--- src/rtl/mu_arbiter.sv ---
// Round-robin arbiter sharing one multiply/divide unit between NREQ requesters.
// Each requester has a single-entry response buffer; there is flush support and a completion watchdog.
package mu_pkg;
    localparam int XLEN = 32;

    typedef enum logic [3:0] {
        MU_NOP    = 4'd0,
        MU_MUL    = 4'd1,
        MU_MULH   = 4'd2,
        MU_MULHSU = 4'd3,
        MU_MULHU  = 4'd4,
        MU_DIV    = 4'd5,
        MU_DIVU   = 4'd6,
        MU_REM    = 4'd7,
        MU_REMU   = 4'd8
    } mu_op_t;
endpackage

module mu_arbiter
    import mu_pkg::*;
#(
    parameter int NREQ    = 2,
    parameter int TIMEOUT = 32
) (
    input  logic            i_clk,
    input  logic            i_rst,
    input  logic [NREQ-1:0] i_req_valid,
    input  mu_op_t          i_req_op    [NREQ],
    input  logic [XLEN-1:0] i_req_a     [NREQ],
    input  logic [XLEN-1:0] i_req_b     [NREQ],
    output logic [NREQ-1:0] o_req_ready,
    output logic [NREQ-1:0] o_rsp_valid,
    output logic [XLEN-1:0] o_rsp_data  [NREQ],
    input  logic [NREQ-1:0] i_rsp_ready,
    input  logic [NREQ-1:0] i_flush,
    output mu_op_t          o_mu_op,
    output logic [XLEN-1:0] o_mu_a,
    output logic [XLEN-1:0] o_mu_b,
    input  logic [XLEN-1:0] i_mu_result,
    input  logic            i_mu_busy,
    input  logic            i_mu_done,
    output logic            o_err
);

    localparam int PTRW = (NREQ > 1) ? $clog2(NREQ) : 1;
    localparam int SUMW = PTRW + 1;
    localparam int TMRW = $clog2(TIMEOUT + 1);

    typedef enum logic [0:0] {
        ST_IDLE = 1'b0,
        ST_RUN  = 1'b1
    } state_t;

    state_t          state_r;
    state_t          state_nxt_s;
    logic [PTRW-1:0] ptr_r;
    logic [PTRW-1:0] ptr_nxt_s;
    logic [PTRW-1:0] owner_r;
    logic [PTRW-1:0] grant_idx_s;
    logic            grant_vld_s;
    logic [NREQ-1:0] elig_s;
    logic [NREQ-1:0] ready_s;
    logic            accept_s;
    logic            timeout_s;
    logic [TMRW-1:0] timer_r;
    logic            kill_r;
    logic            err_r;
    mu_op_t          mu_op_r;
    logic [XLEN-1:0] mu_a_r;
    logic [XLEN-1:0] mu_b_r;
    logic [NREQ-1:0] rsp_valid_r;
    logic [XLEN-1:0] rsp_data_r [NREQ];
    logic [NREQ-1:0] wr_s;
    logic [XLEN-1:0] wr_data_s;
    logic            unused_busy_s;

    // The mu's own busy flag adds nothing beyond done for this block.
    assign unused_busy_s = i_mu_busy;

    assign elig_s = i_req_valid & ~rsp_valid_r & ~i_flush;

    // Round-robin search: walk offsets from high to low so the lowest offset from ptr wins.
    always_comb begin
        logic [SUMW-1:0] idx_v;
        grant_vld_s = 1'b0;
        grant_idx_s = '0;
        idx_v       = '0;
        for (int k = NREQ - 1; k >= 0; k--) begin
            idx_v = {1'b0, ptr_r} + SUMW'(k);
            if (idx_v >= SUMW'(NREQ)) begin
                idx_v = idx_v - SUMW'(NREQ);
            end else begin
                idx_v = idx_v;
            end
            if (elig_s[idx_v[PTRW-1:0]]) begin
                grant_vld_s = 1'b1;
                grant_idx_s = idx_v[PTRW-1:0];
            end else begin
                grant_vld_s = grant_vld_s;
            end
        end
    end

    // Grant handshake, pointer advance and watchdog condition.
    always_comb begin
        logic [SUMW-1:0] inc_v;
        ready_s   = '0;
        accept_s  = (state_r == ST_IDLE) && grant_vld_s;
        inc_v     = {1'b0, grant_idx_s} + SUMW'(1);
        ptr_nxt_s = (inc_v == SUMW'(NREQ)) ? '0 : inc_v[PTRW-1:0];
        timeout_s = (state_r == ST_RUN) && !i_mu_done && (timer_r == TMRW'(TIMEOUT - 1));
        if (accept_s) begin
            ready_s[grant_idx_s] = 1'b1;
        end else begin
            ready_s = '0;
        end
    end

    // FSM next state: NOP ops complete in IDLE without touching the mu.
    always_comb begin
        state_nxt_s = state_r;
        case (state_r)
            ST_IDLE: begin
                if (accept_s && (i_req_op[grant_idx_s] != MU_NOP)) begin
                    state_nxt_s = ST_RUN;
                end else begin
                    state_nxt_s = ST_IDLE;
                end
            end
            ST_RUN: begin
                if (i_mu_done || timeout_s) begin
                    state_nxt_s = ST_IDLE;
                end else begin
                    state_nxt_s = ST_RUN;
                end
            end
            default: state_nxt_s = ST_IDLE;
        endcase
    end

    // Response buffer write request: NOP result at accept, mu result on an unkilled done.
    always_comb begin
        wr_s      = '0;
        wr_data_s = '0;
        if (accept_s && (i_req_op[grant_idx_s] == MU_NOP)) begin
            wr_s[grant_idx_s] = 1'b1;
            wr_data_s         = '0;
        end else if ((state_r == ST_RUN) && i_mu_done && !kill_r) begin
            wr_s[owner_r] = 1'b1;
            wr_data_s     = i_mu_result;
        end else begin
            wr_s = '0;
        end
    end

    // FSM state, latched operation and watchdog registers.
    always_ff @(posedge i_clk) begin
        if (i_rst) begin
            state_r <= ST_IDLE;
            ptr_r   <= '0;
            owner_r <= '0;
            timer_r <= '0;
            kill_r  <= 1'b0;
            err_r   <= 1'b0;
            mu_op_r <= MU_NOP;
            mu_a_r  <= '0;
            mu_b_r  <= '0;
        end else begin
            state_r <= state_nxt_s;
            if (timeout_s) begin
                err_r <= 1'b1;
            end
            case (state_r)
                ST_IDLE: begin
                    if (accept_s) begin
                        ptr_r   <= ptr_nxt_s;
                        owner_r <= grant_idx_s;
                        mu_op_r <= i_req_op[grant_idx_s];
                        mu_a_r  <= i_req_a[grant_idx_s];
                        mu_b_r  <= i_req_b[grant_idx_s];
                        timer_r <= '0;
                        kill_r  <= 1'b0;
                    end
                end
                ST_RUN: begin
                    timer_r <= timer_r + TMRW'(1);
                    if (i_flush[owner_r]) begin
                        kill_r <= 1'b1;
                    end
                    // Dropping to NOP on exit keeps the mu from restarting on a stale op.
                    if (i_mu_done || timeout_s) begin
                        mu_op_r <= MU_NOP;
                    end
                end
                default: begin
                    mu_op_r <= MU_NOP;
                end
            endcase
        end
    end

    // Per-requester response buffers; flush wins over a same-cycle write.
    always_ff @(posedge i_clk) begin
        if (i_rst) begin
            rsp_valid_r <= '0;
            for (int i = 0; i < NREQ; i++) begin
                rsp_data_r[i] <= '0;
            end
        end else begin
            for (int i = 0; i < NREQ; i++) begin
                if (i_flush[i]) begin
                    rsp_valid_r[i] <= 1'b0;
                end else if (wr_s[i]) begin
                    rsp_valid_r[i] <= 1'b1;
                    rsp_data_r[i]  <= wr_data_s;
                end else if (i_rsp_ready[i]) begin
                    rsp_valid_r[i] <= 1'b0;
                end
            end
        end
    end

    assign o_req_ready = ready_s;
    assign o_rsp_valid = rsp_valid_r;
    assign o_rsp_data  = rsp_data_r;
    assign o_mu_op     = mu_op_r;
    assign o_mu_a      = mu_a_r;
    assign o_mu_b      = mu_b_r;
    assign o_err       = err_r;

endmodule

--- config.mk ---
export PLATFORM = sky130hd
export DESIGN_NAME = mu_arbiter
export DESIGN_NICKNAME = d
export VERILOG_FILES = /design/src/rtl/mu_arbiter.sv
export SDC_FILE = /design/constraint.sdc
export NUM_CORES = 1
export LEC_CHECK = 0
export CAP_MARGIN = 20
export CORE_MARGIN = 3
export CORE_UTILIZATION = 43
export DETAILED_ROUTE_END_ITERATION = 12
export PLACE_DENSITY = 0.85
export SLEW_MARGIN = 25
export SYNTH_ARGS = -nofsm -noshare
export SYNTH_HDL_FRONTEND = slang
export SYNTH_SLANG_ARGS = --single-unit
--- constraint.sdc ---
create_clock -name i_clk -period 4.1 [get_ports i_clk]
set_input_delay 0.82 -clock i_clk [delete_from_list [all_inputs] [get_ports i_clk]]
set_output_delay 0.82 -clock i_clk [all_outputs]
set_load 0.05 [all_outputs]
==> results.sh <==
export IMPL_quantity_of_hold_fixing_buffers_added_after_cts=0
export IMPL_timing_critical_path_to_type="output port"
export IMPL_timing_reg2reg_worst_path_depth=5
export IMPL_postSynthAreaPerCell_sq_um=8.835
export IMPL_netlist_instances=706
export IMPL_overflow=0
export IMPL_cap_viol_max_count=0
export IMPL_seq_area_frac_synth=0.4654
export IMPL_cts_path_max_buffers=2
export IMPL_cts_root_buffer_cell="sky130_fd_sc_hd__clkbuf_16"
export IMPL_cts_repair_resized=0
export IMPL_layout_min_cycle_time_ns=3.431
export IMPL_cts_buffers=17
export IMPL_yosys_cell_types_count=43
export IMPL_fin_setup_tns_ns=0
export IMPL_nets=1167
export IMPL_htree_num_levels=4
export IMPL_route_vias_total=6044
export IMPL_criticalPathCategory="input port to output port"
export IMPL_core_area_sq_mm=0.01404
export IMPL_number_of_flops_mapped_to_enable_cells_by_yosys=0
export IMPL_placement_rows=43
export IMPL_start_util=0.4442
export IMPL_critical_path_arrival_ns=2.61
export IMPL_category_of_the_worst_setup_path_launch_point="input port"
export IMPL_worst_hold_path_type="flip-flop to flip-flop"
export IMPL_routed_wirelength_mm=19.51
export IMPL_post_synth_and_or_nand_nor_area_fraction=0.2475
export IMPL_timing_worst_slew_pin_value_ns=0.9062
export IMPL_switching_power_summed_over_all_nets_mw=1.104
export IMPL_synthMuxAreaShare=0.1059
export IMPL_antenna_left=0
export IMPL_timing_max_slew_rel_slack=0.3959
export IMPL_critical_path_required_ns=3.28
export IMPL_routed_via_density=5.122
export IMPL_status="finished clean"
export IMPL_fin_skew_ns=0.007646
export IMPL_seq_power_share=0.374
export IMPL_placement_io_buffers=313
export IMPL_hold_path_endpoint="o_rsp_data[16]"
export IMPL_design_area_sq_mm=0.01003
export IMPL_layout_cells_most_common="sky130_fd_sc_hd__clkdlybuf4s50_1"
export IMPL_diodes=0
export IMPL_detail_route_iter0_violations=323
export IMPL_leakage_nw=3.791
export IMPL_post_dp_hpwl_mm=14.01
export IMPL_setup_worst_path_start="i_flush[0]"
export IMPL_worstSkewPairLatency_ns=0.42
export IMPL_synth_seq_cells=145
export IMPL_route_detailed_wl_per_inst_microns=16.53
export IMPL_drc=0
export IMPL_synth_compound_area_frac=0.1224
export IMPL_gp_congestion=0.8684
export IMPL_postSynth_topFlopCell="sky130_fd_sc_hd__dfxtp_1"
export IMPL_p_int_mw=2.969
export IMPL_layout_cells_most_common_list="sky130_fd_sc_hd__clkdlybuf4s50_1, sky130_fd_sc_hd__nand2_1, sky130_fd_sc_hd__dfxtp_1"
export IMPL_p_sw_frac=0.2711
export IMPL_largest_family_of_logic_cells_by_synthesized_area="simple AND/OR/NAND/NOR gates"
export IMPL_power_frac_clock=0.418
export IMPL_die_height_microns=126.4
export IMPL_ir_worst_vdd_mv=0.2615
export IMPL_area_delta_synth_final_pct=60.84
export IMPL_yosysWarningCount=0
export IMPL_largest_net_degree_at_the_start_of_global_routing=131
export IMPL_rsz_0062_raised_after_global_routing="no"
export IMPL_combPwrFrac=0.208
export IMPL_design_die_area_sq_mm=0.01599
export IMPL_hold_start="o_rsp_data[16]"
export IMPL_cts_tree="done"
export IMPL_clkTransAtPathRegs_ns=0.05
export IMPL_power_density_mw_per_mm2=406.1
export IMPL_detail_route_first_pass_iterations=5
export IMPL_syn_nets=885
export IMPL_synthArstFlopShare=0
export IMPL_fraction_of_the_mapped_netlist_area_in_adder_cells=0.002006
export IMPL_global_route_usage_over_all_layers=0.2337
export IMPL_via_count_of_the_first_global_routing_pass=5827
export IMPL_fmax_ghz=0.2914
export IMPL_report_final_slew_viol_count=0
export IMPL_detailed_place_area_sq_mm=0.009379
export IMPL_floorplan_io_pins=315
export IMPL_finalSetupViolations=0
export IMPL_share_of_the_cycle_needed_by_the_critical_path_after_routing=0.8369
export IMPL_post_route_cells_drive_above_1_share=0.05300
export IMPL_die_w_microns=126.4
export IMPL_grt_antenna_before_repair=0
export IMPL_report_power_total_mw=4.074
export IMPL_cts_setup_buffers=0
export IMPL_regToRegSetupSlack_ns=1.88
export IMPL_min_delay_path_depth=2
export IMPL_critPathMaxFanout=8
export IMPL_critical_path_reg2reg_endpoint="o_mu_b[26]"
export IMPL_post_synth_instance_area_sq_mm=0.006237
export IMPL_final_hold_violation_count=0
export IMPL_post_synth_xor_area_fraction=0.002808
export IMPL_timing_rr_start="o_rsp_valid[0]"
export IMPL_grt_first_pass_wirelength_mm=30.04
export IMPL_clock_sinks=145
synth_stat cells, drive strengths merged, types with 4 or more instances:
| cell | n | area share |
|---|---|---|
| inv | 5 | 0.0030 |
| buf | 25 | 0.032 |
| dfxtp | 145 | 0.47 |
| o21ai | 5 | 0.0040 |
| nor2 | 75 | 0.045 |
| clkbuf | 32 | 0.019 |
| a21o | 4 | 0.0048 |
| a311oi | 65 | 0.091 |
| mux2i | 66 | 0.11 |
| a21oi | 11 | 0.0094 |
| nand2b | 65 | 0.065 |
| nand3 | 12 | 0.012 |
| nand2 | 166 | 0.10 |
power groups by stage:
stage / logic [mW] / registers (mW) / clock network (mW)
2_1_floorplan: 0.246 / 1.79 / 0
3_3_place_gp: 0.840 / 1.55 / 0
6_report: 0.846 / 1.53 / 1.70
5_1_grt: 0.892 / 1.53 / 1.79
3_5_place_dp: 0.845 / 1.56 / 0
4_1_cts: 0.849 / 1.52 / 1.73
state kept, by name, indices dropped and copies added (netlist names):
| signal | cells |
|---|---|
| o_rsp_valid | 2 |
| o_mu_op | 4 |
| o_mu_a | 32 |
| state_r | 1 |
| timer_r | 6 |
| ptr_r | 1 |
| kill_r | 1 |
| o_rsp_data | 64 |
| o_err | 1 |
| owner_r | 1 |
| o_mu_b | 32 |
kinds of logic (layout without fill, tap and decap cells):
family,Yosys count,count (layout)
DFF,145,145
and+or+nand+nor,335,335
AOI/OAI and AO/OA,95,95
muxes,66,66
xor gates and xnor gates,2,2
buffers and inverters,62,356
adders and majority gates,1,1
metrics by stage:
step	hold slack [ns]	cells	utilization	worst slack (ns)
after floorplan	0.4611	706	-	0.7550
after global placement	0.4516	1149	0.6679	0.6975
after detailed placement	0.4606	1149	0.6679	0.6817
after CTS	0.4740	1180	0.7144	0.6649
after global routing	0.4869	1180	0.7144	0.5166
final	0.4699	1180	0.7144	0.6688
per-layer routing:
| layer | part of all wire | GRT usage | vias up |
|---|---|---|---|
| met4 | 0.027 | 0.09211 | 0 |
| met2 | 0.50 | 0.4078 | 238 |
| li1 | - | - | 2983 |
| met5 | 0 | 0 | - |
| met3 | 0.090 | 0.08168 | 36 |
| met1 | 0.38 | 0.2604 | 2787 |
worst max path at each step:
stage / end / cells after the start
4_1_cts: o_req_ready[0] / 5
2_1_floorplan: o_req_ready[0] / 5
3_3_place_gp: o_req_ready[0] / 5
3_5_place_dp: o_req_ready[0] / 5
6_report: o_req_ready[0] / 5
5_1_grt: o_req_ready[0] / 5
critical path, stage by stage:
cell                              delay, ns
sky130_fd_sc_hd__clkdlybuf4s50_1       0.50
sky130_fd_sc_hd__nor3b_2               0.47
sky130_fd_sc_hd__o21ai_0               0.33
sky130_fd_sc_hd__nor2_1                0.31
sky130_fd_sc_hd__buf_12                0.18
final cells by class:
cell class	instances	area, sq um
timing repair buffer	320	3216
fill	1062	4010
tap	180	225.2
multi-input combinational	499	3017
sequential	145	2903
clock buffer	22	474.2
inverter	5	18.77
clock inverter	9	178.9
Power figures use the tool's default switching activity.
